===== src/rtl/quadrature_encoder_reader.sv =====
// Quadrature encoder reader.
// Synchronizes and glitch-filters the encoder A/B/index pins, decodes the filtered A/B
// pair into a 16-bit wrapping position count, and measures a saturated signed velocity
// (steps per WINDOW_CYCLES clocks).
//
// Ports:
//   clk            system clock
//   reset          asynchronous active-high reset
//   enc_a, enc_b   encoder channels (asynchronous to clk)
//   enc_i          encoder index pulse (asynchronous to clk)
//   index_enable   an accepted index rising edge zeroes the count when 1
//   clear_error    synchronous clear of quad_error
//   encoder_count  unsigned position count, wraps modulo 65536
//   raw_velocity   signed steps per window, saturated to [-4096, 4095]
//   velocity_valid one-cycle pulse when raw_velocity updates
//   quad_error     sticky illegal-transition flag
module quadrature_encoder_reader #(
  parameter int unsigned FILTER_DEPTH  = 4,
  parameter int unsigned WINDOW_CYCLES = 1000
) (
  input  logic               clk,
  input  logic               reset,
  input  logic               enc_a,
  input  logic               enc_b,
  input  logic               enc_i,
  input  logic               index_enable,
  input  logic               clear_error,
  output logic        [15:0] encoder_count,
  output logic signed [12:0] raw_velocity,
  output logic               velocity_valid,
  output logic               quad_error
);

  localparam logic [3:0]  DepthLast = 4'(FILTER_DEPTH - 1);
  localparam logic [15:0] WinLast   = 16'(WINDOW_CYCLES - 1);

  // Bit order everywhere: [0]=A, [1]=B, [2]=index.
  logic [2:0]      pins;
  logic [2:0]      sync1_q, sync2_q;
  logic [2:0]      filt_q, filt_d;
  logic [2:0]      prev_q;
  logic [2:0][3:0] fcnt_q, fcnt_d;

  logic [15:0]        count_q, count_d;
  logic signed [16:0] acc_q, acc_d;
  logic [15:0]        win_q, win_d;
  logic signed [12:0] vel_q, vel_d;
  logic               valid_q;
  logic               err_q, err_d;

  logic [1:0]         pos_now, pos_prev, pos_delta;
  logic               step_fwd, step_rev, illegal, index_fire, terminal;
  logic signed [17:0] step_s, vel_sum;

  assign pins = {enc_i, enc_b, enc_a};

  // A pin's new level is accepted on the cycle its disagreement count would reach
  // FILTER_DEPTH; any agreement in between restarts the count.
  always_comb begin
    filt_d = filt_q;
    fcnt_d = '0;
    for (int i = 0; i < 3; i++) begin
      if (sync2_q[i] != filt_q[i]) begin
        if (fcnt_q[i] == DepthLast) begin
          filt_d[i] = sync2_q[i];
        end else begin
          fcnt_d[i] = fcnt_q[i] + 4'd1;
        end
      end
    end
  end

  // Map {A,B} onto a 2-bit phase so forward motion is +1 mod 4:
  // 00->0, 10->1, 11->2, 01->3. A phase jump of 2 means both pins changed.
  assign pos_now   = {filt_q[1], filt_q[0] ^ filt_q[1]};
  assign pos_prev  = {prev_q[1], prev_q[0] ^ prev_q[1]};
  assign pos_delta = pos_now - pos_prev;
  assign step_fwd  = (pos_delta == 2'd1);
  assign step_rev  = (pos_delta == 2'd3);
  assign illegal   = (pos_delta == 2'd2);

  assign index_fire = index_enable & filt_q[2] & ~prev_q[2];
  assign terminal   = (win_q == WinLast);

  always_comb begin
    if (index_fire) begin
      count_d = '0;
    end else if (step_fwd) begin
      count_d = count_q + 16'd1;
    end else if (step_rev) begin
      count_d = count_q - 16'd1;
    end else begin
      count_d = count_q;
    end
  end

  // Set has priority over clear.
  always_comb begin
    err_d = err_q;
    if (clear_error) err_d = 1'b0;
    if (illegal)     err_d = 1'b1;
  end

  // The terminal cycle's step belongs to the closing window.
  always_comb begin
    step_s  = step_fwd ? 18'sd1 : (step_rev ? -18'sd1 : 18'sd0);
    vel_sum = $signed({acc_q[16], acc_q}) + step_s;
    vel_d   = vel_q;
    win_d   = win_q + 16'd1;
    if (vel_sum > 18'sd65535) begin
      acc_d = 17'sd65535;
    end else if (vel_sum < -18'sd65535) begin
      acc_d = -17'sd65535;
    end else begin
      acc_d = vel_sum[16:0];
    end
    if (terminal) begin
      win_d = '0;
      acc_d = '0;
      if (vel_sum > 18'sd4095) begin
        vel_d = 13'sd4095;
      end else if (vel_sum < -18'sd4096) begin
        vel_d = -13'sd4096;
      end else begin
        vel_d = vel_sum[12:0];
      end
    end
  end

  always_ff @(posedge clk or posedge reset) begin
    if (reset) begin
      sync1_q <= '0;
      sync2_q <= '0;
      filt_q  <= '0;
      fcnt_q  <= '0;
      prev_q  <= '0;
      count_q <= '0;
      acc_q   <= '0;
      win_q   <= '0;
      vel_q   <= '0;
      valid_q <= 1'b0;
      err_q   <= 1'b0;
    end else begin
      sync1_q <= pins;
      sync2_q <= sync1_q;
      filt_q  <= filt_d;
      fcnt_q  <= fcnt_d;
      prev_q  <= filt_q;
      count_q <= count_d;
      acc_q   <= acc_d;
      win_q   <= win_d;
      vel_q   <= vel_d;
      valid_q <= terminal;
      err_q   <= err_d;
    end
  end

  assign encoder_count  = count_q;
  assign raw_velocity   = vel_q;
  assign velocity_valid = valid_q;
  assign quad_error     = err_q;

endmodule


===== config.mk =====
export PLATFORM = sky130hd
export DESIGN_NAME = quadrature_encoder_reader
export DESIGN_NICKNAME = d
export VERILOG_FILES = /design/src/rtl/quadrature_encoder_reader.sv
export SDC_FILE = /design/constraint.sdc
export NUM_CORES = 1
export LEC_CHECK = 0
export ABC_AREA = 1
export CAP_MARGIN = 20
export CORE_MARGIN = 4
export CORE_UTILIZATION = 54
export CTS_BUF_LIST = sky130_fd_sc_hd__clkbuf_16
export DETAILED_ROUTE_END_ITERATION = 7
export PLACE_DENSITY = 0.77
export SYNTH_ARGS = -nofsm -noshare
export SYNTH_HDL_FRONTEND = slang
export SYNTH_SLANG_ARGS = --single-unit

===== constraint.sdc =====
create_clock -name clk -period 2.9 [get_ports clk]
set_input_delay 0.29 -clock clk [delete_from_list [all_inputs] [get_ports clk]]
set_output_delay 0.29 -clock clk [all_outputs]
set_load 0.01 [all_outputs]

[Word level (Yosys, flattened, before mapping)]
Index checks and enable logic that the tools add are counted.
W data, S select, Z words.
Cells by class
  $add $sub $neg: 8
  order comparisons: 4
  equality and inequality tests: 10
  muxes and demuxes: 19
  bitwise operators: 5
  reductions and logical operators: 5
Operators by type and width (count)
  $mux W16: 4
  $mux W17: 3
  $mux W18: 2
  $add A16 B1 Y16 const B: 2
  $mux W13: 2
  $mux W4: 6
  $add A17 B18 Y18: 1
  $gt A18 B13 Y1 const B: 1
  $gt A18 B17 Y1 const B: 1
  $lt A18 B13 Y1 const B: 1
  $lt A18 B17 Y1 const B: 1
  $eq A16 B10 Y1 const B: 1
  $sub A16 B1 Y16 const B: 1
  $add A4 B1 Y4 const B: 3
  $eq A4 B2 Y1 const B: 3
  $reduce_and A2 Y1: 3
  $eq A2 B2 Y1 const B: 2
  $ne A1 B1 Y1: 3
  $reduce_bool A3 Y1: 1
  $and A1 B1 Y1: 2
  $eq A2 B1 Y1 const B: 1
  $mux W1: 2
  $reduce_bool A2 Y1: 1
  $sub A2 B2 Y2: 1
  other kinds (2): 3
Word-level totals
  register bits: 88
  bits of input ports: 7
  output and inout port bits: 31
  logic and storage cells: 66

[Depth between registers and ports, before layout]
Gate-level depths: netlist of the first run.
  depth in word-level cells: 10
  depth in mapped cells: 27
  mapped depth without buffers: 25

[Worst setup path after synthesis of the first run]
Ideal clock, no wire load.
  kind: register to register
  from: register filt_q[1]
  to: register count_q[13], in the netlist encoder_count[13]
  setup time: 0.083 ns
  arrival: 3.132 ns
  data required time: 2.817 ns
  path slack: -0.315 ns
  stages on the path, launching flop included: 22
  buffers on the path: 0
  period minus slack after synthesis: 3.215 ns
  cells stage by stage: dfrtp_1 -> xnor2_1 -> ha_1 -> inv_1 -> nand2_1 -> nand2_2 -> nor2_1 -> inv_1 -> ha_1 -> a21oi_1 -> nand2_1 -> nand2_1 -> nand2_1 -> a21oi_1 -> nor2_1 -> o22ai_1 -> o21ai_0 -> a21oi_1 -> o21ai_0 -> nand2_1 -> nand2_1 -> o21ai_0
On the way
  word-level cells in the longest chain between the ends: 5
  elaborated cells between the ends (all ways): 7
  those cells by class: add/sub: 1; eq/ne: 2; mux: 2; bitwise: 1; reduce/logical: 1
RTL lines
  from (decl): RTL line 40  | logic [2:0] filt_q, filt_d;
  from (signal assigned): RTL line 146  | filt_q <= filt_d;
  $xor A1 B1 Y1: RTL line 75  | assign pos_now = {filt_q[1], filt_q[0] ^ filt_q[1]};
  $sub A2 B2 Y2 *: RTL line 77  | assign pos_delta = pos_now - pos_prev;
  $eq A2 B1 Y1: RTL line 78  | assign step_fwd = (pos_delta == 2'd1);
  $mux W16: RTL line 88  | end else if (step_fwd) begin
  $mux W16: RTL line 86  | if (index_fire) begin
  to (signal assigned): RTL line 149  | count_q <= count_d;
  to (decl): RTL line 44  | logic [15:0] count_q, count_d;
Every way passes the cells marked *; elsewhere a longest branch is shown, timed or not.
A chain may end at the register's enable or synchronous reset.

[Worst setup path after layout of the first run]
  from: register prev_q[1]
  to: register acc_q[7]
On the way
  word-level cells in the longest chain between the ends: 10
  elaborated cells between the ends (all ways): 12
  those cells by class: add/sub: 2; order compare: 2; eq/ne: 2; mux: 5; bitwise: 1
RTL lines
  from (decl): RTL line 41  | logic [2:0] prev_q;
  from (signal assigned): RTL line 148  | prev_q <= filt_q;
  $xor A1 B1 Y1: RTL line 76  | assign pos_prev = {prev_q[1], prev_q[0] ^ prev_q[1]};
  $sub A2 B2 Y2 *: RTL line 77
  $eq A2 B2 Y1: RTL line 79  | assign step_rev = (pos_delta == 2'd3);
  $mux W18: RTL line 106  | step_s = step_fwd ? 18'sd1 : (step_rev ? -18'sd1 : 18'sd0);
  $mux W18 *: RTL line 106
  $add A17 B18 Y18 *: RTL line 107  | vel_sum = $signed({acc_q[16], acc_q}) + step_s;
  $lt A18 B17 Y1: RTL line 112  | end else if (vel_sum < -18'sd65535) begin
  $mux W17: RTL line 112
  $mux W17 *: RTL line 110  | if (vel_sum > 18'sd65535) begin
  $mux W17 *: RTL line 117  | if (terminal) begin
  named net acc_d[7]: RTL line 45  | logic signed [16:0] acc_q, acc_d;
  to (signal assigned): RTL line 138  | acc_q <= '0;
  to (signal assigned): RTL line 150  | acc_q <= acc_d;
  to (decl): RTL line 45
The timed path passes the listed nets; every way through them passes the cells marked *.

==> impl_metrics.ini, run 1 <==
[sta]
max_slew_margin = 0.302
fin_crit_ns = 3.21
worst_slack_ns = -0.310
fmax_mhz = 312
tightest_slew_ns = 1.03
slew_viol_final = 0
period_share = 1.11
hold_viol_final = 0
rsz0062_at_grt = true
holdWs_ns = 0.194
finalSetupViolations = 36
clock_skew_ns = 0.0115

[floorplan]
die-area_um2 = 11600
die_h_um = 108
core_um2 = 9730
ios = 38
fp.dieW_um = 108
start_util = 0.553
fp-row-count = 36

[synth]
yosysSeqAreaShare = 0.409
synthCells = 711
synthAdderAreaFrac = 0.0549
synth.area.top_cells = dfrtp_1 (41%), nand2_1 (13%), inv_1 (6.1%), nor2_1 (6.1%), ha_1 (5.1%)
synth-edff-count = 0
synth_xor_area_frac = 0.0423
synth_top_family_by_area = simple AND/OR/NAND/NOR gates
synth_compound_area_frac = 0.106
synthMuxAreaShare = 0.00418
synthDistinctLibCells = 42
synthesis.nets = 741
async_flop_share = 1.00
yosys.area_share.simple = 0.301
ys.flop_type = dfrtp_1
ys_seq_elements = 88
synth_area_leader_cell = dfrtp_1
ys_warn_count = 0
synth.avg_cell_area_um2 = 7.57
synth_top_area_share = 0.409
synth_area_um2 = 5380

[clocking]
clockBufferDepth = 2
cts.htree.levels = 3
cts_num_sinks = 88
cts_tree = yes
cts_buffers = 9
cts_root_buf = clkbuf_16
insertion_delay_ns = 0.34
cts_hold_buf = 0
cts.clk_slew.worst_paths_ns = 0.07

[min_path]
hp-class = primary input to async pin

[detailed_routing]
wl_per_cell_um = 18.2
routed_wl_um = 17800
firstDrtPassIters = 6
num_vias = 5710
drc = 0
post_drt_via_cell_ratio = 5.84
drtAntennaViolNets = 0
drt-initial-drc-count = 443

[final_layout]
synthToLayoutAreaGrowth_pct = 43.5
final_cell_mix = nand2_1 (137), dfrtp_1 (88), inv_1 (80)
fillers = 599
final_common_cell = nand2_1
nets = 871
diodes = 0
drive_gt1_frac = 0.331

[grt]
grt_usage = 0.271
overflow = 0
antenna_found_initial = 0
grt_pass1_wl_um = 25100
grt_pass1_vias = 5385
grt_max_degree = 46

[worst_setup_path]
cp_data_arrival_time_ns = 3.43
cp_max_fo = 7
end_kind = flop
crit_type = flop to flop
crit_required_ns = 3.12
cp-start-kind = flop

[flow_run]
maxCapViolations = 0

[place]
place_congestion = 1.00
dp_hpwl_um = 9990
port_buffers = 37

[status]
violations = setup timing
outcome = finished with violations
==> final timing paths <==
path                            start               to  slack [ns]  cells after the start
min                             reset        win_q[12]        0.19                      2
max reg2reg                 prev_q[1]         acc_q[7]       -0.31                     22
max in group asynchronous       reset  raw_velocity[3]        2.02                      3
max                         prev_q[1]         acc_q[7]       -0.31                     22
min in group clk           sync1_q[0]       sync2_q[0]        0.35                      0
min reg2reg                sync1_q[0]       sync2_q[0]        0.35                      0
==> cell families after synthesis <==
kind of cell    Yosys count
compound gates           91
xor+xnor                 26
fa+ha+maj                23
buf+inv                 106
flops                    88
mux                       2
simple gates            375
==> timing repair <==
item                                    4_1_cts  5_1_grt
gates cloned                                  3        0
buffers inserted                             17       15
endpoints found under the hold margin         0        0
gates resized for setup                      66      117
endpoints found under the setup margin       34       39
pin swaps                                    36       54
==> registers in the layout, indices dropped and copies added (netlist names), 12 cells and up <==
name and flops:
fcnt_q 12, raw_velocity 13, acc_q 17, win_q 16
encoder_count 16
==> metal layers <==
layer | global-route usage | vias to the layer above | share of wire
met2 | 0.463 | 315 | 0.49
li1 | - | 2561 | -
met5 | 0 | - | 0
met1 | 0.345 | 2738 | 0.38
met4 | 0.123 | 0 | 0.060
met3 | 0.0288 | 96 | 0.062
==> stage by stage <==
stage                     std cells  setup TNS, ns  utilization  worst slack (ns)  area [um^2]
after floorplan                 711              0            -            0.0183         5450
after global placement          930          -1.24        0.658           -0.0636         6400
after detailed placement        930          -2.69        0.658            -0.181         6400
after CTS                       965         -0.146        0.732           -0.0360         7120
after global routing            978         -13.17        0.794            -0.470         7720
final                           978          -7.04        0.794            -0.310         7720
==> synth_stat cells, types with 2 or more instances <==
cell type	number
a21oi_1	36
a32o_1	2
buf_6	5
clkbuf_1	2
dfrtp_1	88
ha_1	22
inv_1	88
inv_2	8
mux2_2	2
nand2_1	182
nand2_2	18
nand3_1	50
nand3b_1	2
nand4_1	5
nor2_1	88
nor2_2	14
nor3_1	7
nor4_1	5
o21a_1	3
o21ai_0	25
o31ai_1	3
o41ai_1	12
xnor2_1	9
xor2_1	17
==> worst max-delay path, stage by stage (launching register included) <==
cell and delay, ns:
dfrtp_1 0.42, xor2_2 0.23, ha_4 0.26, inv_6 0.09
nand3_4 0.17, buf_16 0.19, nand2_1 0.07, nand2_2 0.07
inv_2 0.11, nand2_1 0.08, nor2_2 0.14, nand4_1 0.18
nand2_1 0.10, nand2_1 0.08, nand2_2 0.08, nand2_2 0.07
nor2_4 0.16, nand2_1 0.11, nand2_2 0.11, nand2_4 0.07
buf_6 0.14, nand3_2 0.06, nand2_1 0.08
==> final cells by class <==
cell class,instances,area (um^2),share of cell area
inverter,97,388,0.0502
timing repair buffer,126,1160,0.150
multi-input combinational,519,3470,0.450
sequential,88,2200,0.285
clock inverter,6,110,0.0143
tap,133,166,0.0215
clock buffer,9,225,0.0292
Power of run 1 is not shown: default switching activity piles up to over one toggle a cycle in this logic, so the estimate is an artifact.
==> run 2, diff against run 1 <==
--- a/config.mk
+++ b/config.mk
@@ -8,2 +8,3 @@
 export ABC_AREA = 1
+export ABC_CLOCK_PERIOD_IN_PS = 2600
 export CAP_MARGIN = 20
==> constraint.sdc (replaced) <==
create_clock -name clk -period 2.6 [get_ports clk]
set_input_delay 0.26 -clock clk [delete_from_list [all_inputs] [get_ports clk]]
set_output_delay 0.26 -clock clk [all_outputs]
set_load 0.005 [all_outputs]
==> impl_metrics.ini, run 2 (synthesis gave the netlist of run 1 again) <==
[sta]
fin_crit_ns = 3.25
fin_setup_tns_ns = -19.92
clock_skew_ns = 0.00731
finalSetupViolations = 39
rsz0062_at_grt = true
worst_slack_ns = -0.655
period_share = 1.25
fmax_mhz = 307
hold_viol_final = 0
tightest_slew_ns = 0.926
slew_viol_final = 0
max_slew_margin = 0.374

[detailed_routing]
routed_wl_um = 18500
firstDrtPassIters = 6
drc = 0
post_drt_via_cell_ratio = 5.84
wl_per_cell_um = 18.3
drt-initial-drc-count = 613
num_vias = 5915
drtAntennaViolNets = 0

[final_layout]
nets = 905
top_register = acc_q
synthToLayoutAreaGrowth_pct = 47.6
final_cell_mix = nand2_1 (128), buf_4 (105), dfrtp_1 (88)
final_common_cell = nand2_1
diodes = 0
stdcell_count = 1013
drive_gt1_frac = 0.382
final_cell_area_um2 = 7940
largest_reg_flops = 17

[place]
place_congestion = 0.942
dp_hpwl_um = 10700
port_buffers = 37
place_inst = 966
post_dp_cell_area_um2 = 6720

[status]
violations = setup timing
outcome = finished with violations

[worst_setup_path]
critPathMostFrequentCell = nand2_4
cp-start-kind = flop
worst-path-buf-inv = 4
end_kind = flop
crit_chain = xnor2_2 > ha_4 > buf_6 > nand2_4 > nand3_4 > nand2_4 > nand2_2 > inv_2 > ha_4 > inv_2 > nand2_4 > xor2_2 > nand2_1 > a21oi_2 > nand3_1 > nor2_1 > nand2_1 > nor2_2 > nand2_2 > nand2_2 > nand2_4 > buf_6 > a21oi_1
crit_required_ns = 2.86
cp_data_arrival_time_ns = 3.51
critical_path.slowest_cell = dfrtp_1
crit_type = flop to flop
cp_max_fo = 8
cp_top_family = simple AND/OR/NAND/NOR gates
slowest_delay_ns = 0.42

[floorplan]
core_um2 = 9730
ios = 38
die_h_um = 108
die-area_um2 = 11600
start_util = 0.553
fp-row-count = 36
fp.dieW_um = 108

[clocking]
cts.clk_slew.worst_paths_ns = 0.07
cts_buffers = 9
clockBufferDepth = 2
cts_num_sinks = 88
insertion_delay_ns = 0.35
cts.htree.levels = 3
cts_root_buf = clkbuf_16
cts_hold_buf = 0
cts_tree = yes

[min_path]
hp-class = primary input to flop

[grt]
antenna_found_initial = 0
grt_max_degree = 48
grt_usage = 0.279
grt_pass1_wl_um = 25800
overflow = 0
grt_pass1_vias = 5597

[flow_run]
maxCapViolations = 0
[run 2: worst register-to-register path, stage by stage, from the launching register on]
cell	delay, ns
dfrtp_1	0.42
xnor2_2	0.23
ha_4	0.20
buf_6	0.11
nand2_4	0.04
nand3_4	0.18
nand2_4	0.08
nand2_2	0.09
inv_2	0.06
ha_4	0.15
inv_2	0.06
nand2_4	0.08
xor2_2	0.24
nand2_1	0.11
a21oi_2	0.13
nand3_1	0.10
nor2_1	0.13
nand2_1	0.08
nor2_2	0.15
nand2_2	0.07
nand2_2	0.07
nand2_4	0.07
buf_6	0.14
a21oi_1	0.17
[run 2: cell type report]
type / instances / area, um^2
Clock buffer: 9 / 225
Clock inverter: 7 / 38.8
Fill cell: 537 / 1790
Inverter: 97 / 405
Multi-Input combinational cell: 519 / 3530
Sequential cell: 88 / 2200
Tap cell: 133 / 166
Timing Repair Buffer: 159 / 1370
Timing Repair inverter: 1 / 6.26
[run 2: layer usage]
layer  routed length, um  up-vias  global-route usage
met1                7160     2855               0.339
met2                9140      324               0.474
met3                1170      110              0.0480
li1                    -     2626                   -
met5                   0        -                   0
met4                1070        0               0.141
[run 2: what timing repair did]
| action | 4_1_cts | 5_1_grt |
|---|---|---|
| gates resized for setup | 74 | 120 |
| gates cloned | 3 | 1 |
| pin swaps | 32 | 47 |
| endpoints found under the setup margin | 40 | 40 |
| buffers inserted | 10 | 18 |
[run 2: stage by stage]
stage                      util  hold WS [ns]  setup slack, ns
final                     0.816         0.346           -0.655
after detailed placement  0.691         0.335           -0.490
after global placement    0.691         0.333           -0.313
after floorplan               -         0.291           -0.264
after global routing      0.816         0.351           -0.839
after CTS                 0.756         0.348           -0.341
[run 2: path summary, 6_finish.rpt]
kind | endpoint | cells past startpoint | start | slack (ns)
max in group asynchronous | prev_q[0] | 3 | reset | 1.56
max reg2reg | acc_q[0] | 23 | filt_q[0] | -0.65
min reg2reg | sync2_q[0] | 0 | sync1_q[0] | 0.35
max | acc_q[0] | 23 | filt_q[0] | -0.65
min in group asynchronous | win_q[3] | 2 | reset | 0.36
min | sync1_q[1] | 1 | enc_b | 0.35
Power of run 2 is left out for the same reason.
==> run 3, diff against run 2 <==
- SKIP_CTS_REPAIR_TIMING: default -> 1
==> impl_metrics.ini, run 3 (synthesis gave the netlist of run 1 again) <==
[status]
outcome = finished with violations
violations = setup timing

[place]
place_congestion = 0.942
port_buffers = 37
dp_hpwl_um = 10700

[worst_setup_path]
cp_data_arrival_time_ns = 3.34
worst-path-buf-inv = 6
crit_type = flop to flop
slowest_delay_ns = 0.41
cp-start-kind = flop
crit_chain = xnor2_2 > ha_4 > inv_4 > nand2_2 > nand2_4 > nor2_4 > clkinv_4 > buf_8 > ha_1 > nand2_1 > nor2_4 > a21oi_2 > inv_1 > nand2_1 > inv_1 > nor2_2 > inv_2 > a21oi_2 > xor2_1 > o31ai_1
end_kind = flop
cp_top_family = simple AND/OR/NAND/NOR gates
cp_max_fo = 11
crit_required_ns = 2.84
critical_path.slowest_cell = dfrtp_1

[clocking]
cts_buffers = 9
cts.htree.levels = 3
cts_root_buf = clkbuf_16
cts_num_sinks = 88
cts_tree = yes
clockBufferDepth = 2
cts.clk_slew.worst_paths_ns = 0.06
insertion_delay_ns = 0.35

[grt]
grt_pass1_vias = 5275
grt_max_degree = 48
overflow = 0
grt_pass1_wl_um = 23900
antenna_found_initial = 0
grt_usage = 0.256

[sta]
fin_crit_ns = 3.10
clock_skew_ns = 0.00883
slew_viol_final = 0
worst_slack_ns = -0.502
finalSetupViolations = 39
max_slew_margin = 0.456
tightest_slew_ns = 0.815
rsz0062_at_grt = true
hold_viol_final = 0
fmax_mhz = 322
period_share = 1.19

[final_layout]
largest_reg_flops = 17
drive_gt1_frac = 0.312
final_util = 0.776
synthToLayoutAreaGrowth_pct = 40.2
top_register = acc_q
nets = 893
diodes = 0
final_common_cell = nand2_1
final_cell_mix = nand2_1 (154), buf_4 (102), dfrtp_1 (88)

[flow_run]
maxCapViolations = 0

[detailed_routing]
drc = 0
routed_wl_um = 16000
firstDrtPassIters = 5
drt-initial-drc-count = 439
num_vias = 5573
drtAntennaViolNets = 0
post_drt_via_cell_ratio = 5.57
wl_per_cell_um = 15.9

[floorplan]
die-area_um2 = 11600
fp-row-count = 36
core_um2 = 9730
ios = 38
die_h_um = 108
start_util = 0.553
fp.dieW_um = 108

[min_path]
hp-class = flop to flop
==> run 3: changes by cell type in the layout (fill, tap and decap cells not counted), sizes merged <==
cell   before  now
buf       122  112
nand2     202  201
inv        97   96
==> run 3: layer usage <==
layer	global-route usage	part of all wire
met2	0.428	0.49
met5	0	0
met3	0.0384	0.062
met1	0.327	0.40
met4	0.118	0.045
==> run 3: path summary, 6_finish.rpt <==
check | start | cells after the start | endpoint | slack (ns)
setup / recovery | filt_q[1] | 20 | encoder_count[10] | -0.50
hold / removal | sync1_q[1] | 0 | sync2_q[1] | 0.35
setup reg to reg | filt_q[1] | 20 | encoder_count[10] | -0.50
min in group asynchronous | reset | 2 | raw_velocity[2] | 0.37
hold reg to reg | sync1_q[1] | 0 | sync2_q[1] | 0.35
max in group asynchronous | reset | 3 | encoder_count[12] | 1.56
==> run 3: layout make-up <==
cell class	instances	area, um^2
inverters	97	388
clock inverters	7	38.8
clock buffers	9	225
flip-flops and latches	88	2200
multi-input cells	518	3250
well taps	133	166
fillers	637	2180
repair buffers	149	1270
==> run 3: per-stage QoR <==
stage	setup slack, ns	instances	setup TNS (ns)	hold WS [ns]	instance area, um^2
3_5_place_dp	-0.490	966	-15.51	0.335	6720
6_report	-0.502	1001	-15.97	0.347	7550
4_1_cts	-0.522	982	-16.97	0.348	6990
2_1_floorplan	-0.264	711	-6.35	0.291	5540
3_3_place_gp	-0.313	966	-9.10	0.333	6720
5_1_grt	-0.743	1001	-24.72	0.353	7550
==> run 3: worst reg2reg max path: stages (launching register included) <==
cell and delay (ns):
dfrtp_1 0.41, xnor2_2 0.21, ha_4 0.20, inv_4 0.05, nand2_2 0.08, nand2_4 0.08, nor2_4 0.13, clkinv_4 0.10
buf_8 0.17, ha_1 0.34, nand2_1 0.14, nor2_4 0.07, a21oi_2 0.13, inv_1 0.08, nand2_1 0.06, inv_1 0.06
nor2_2 0.13, inv_2 0.05, a21oi_2 0.17, xor2_1 0.09, o31ai_1 0.25
Power of run 3 is left out for the same reason.
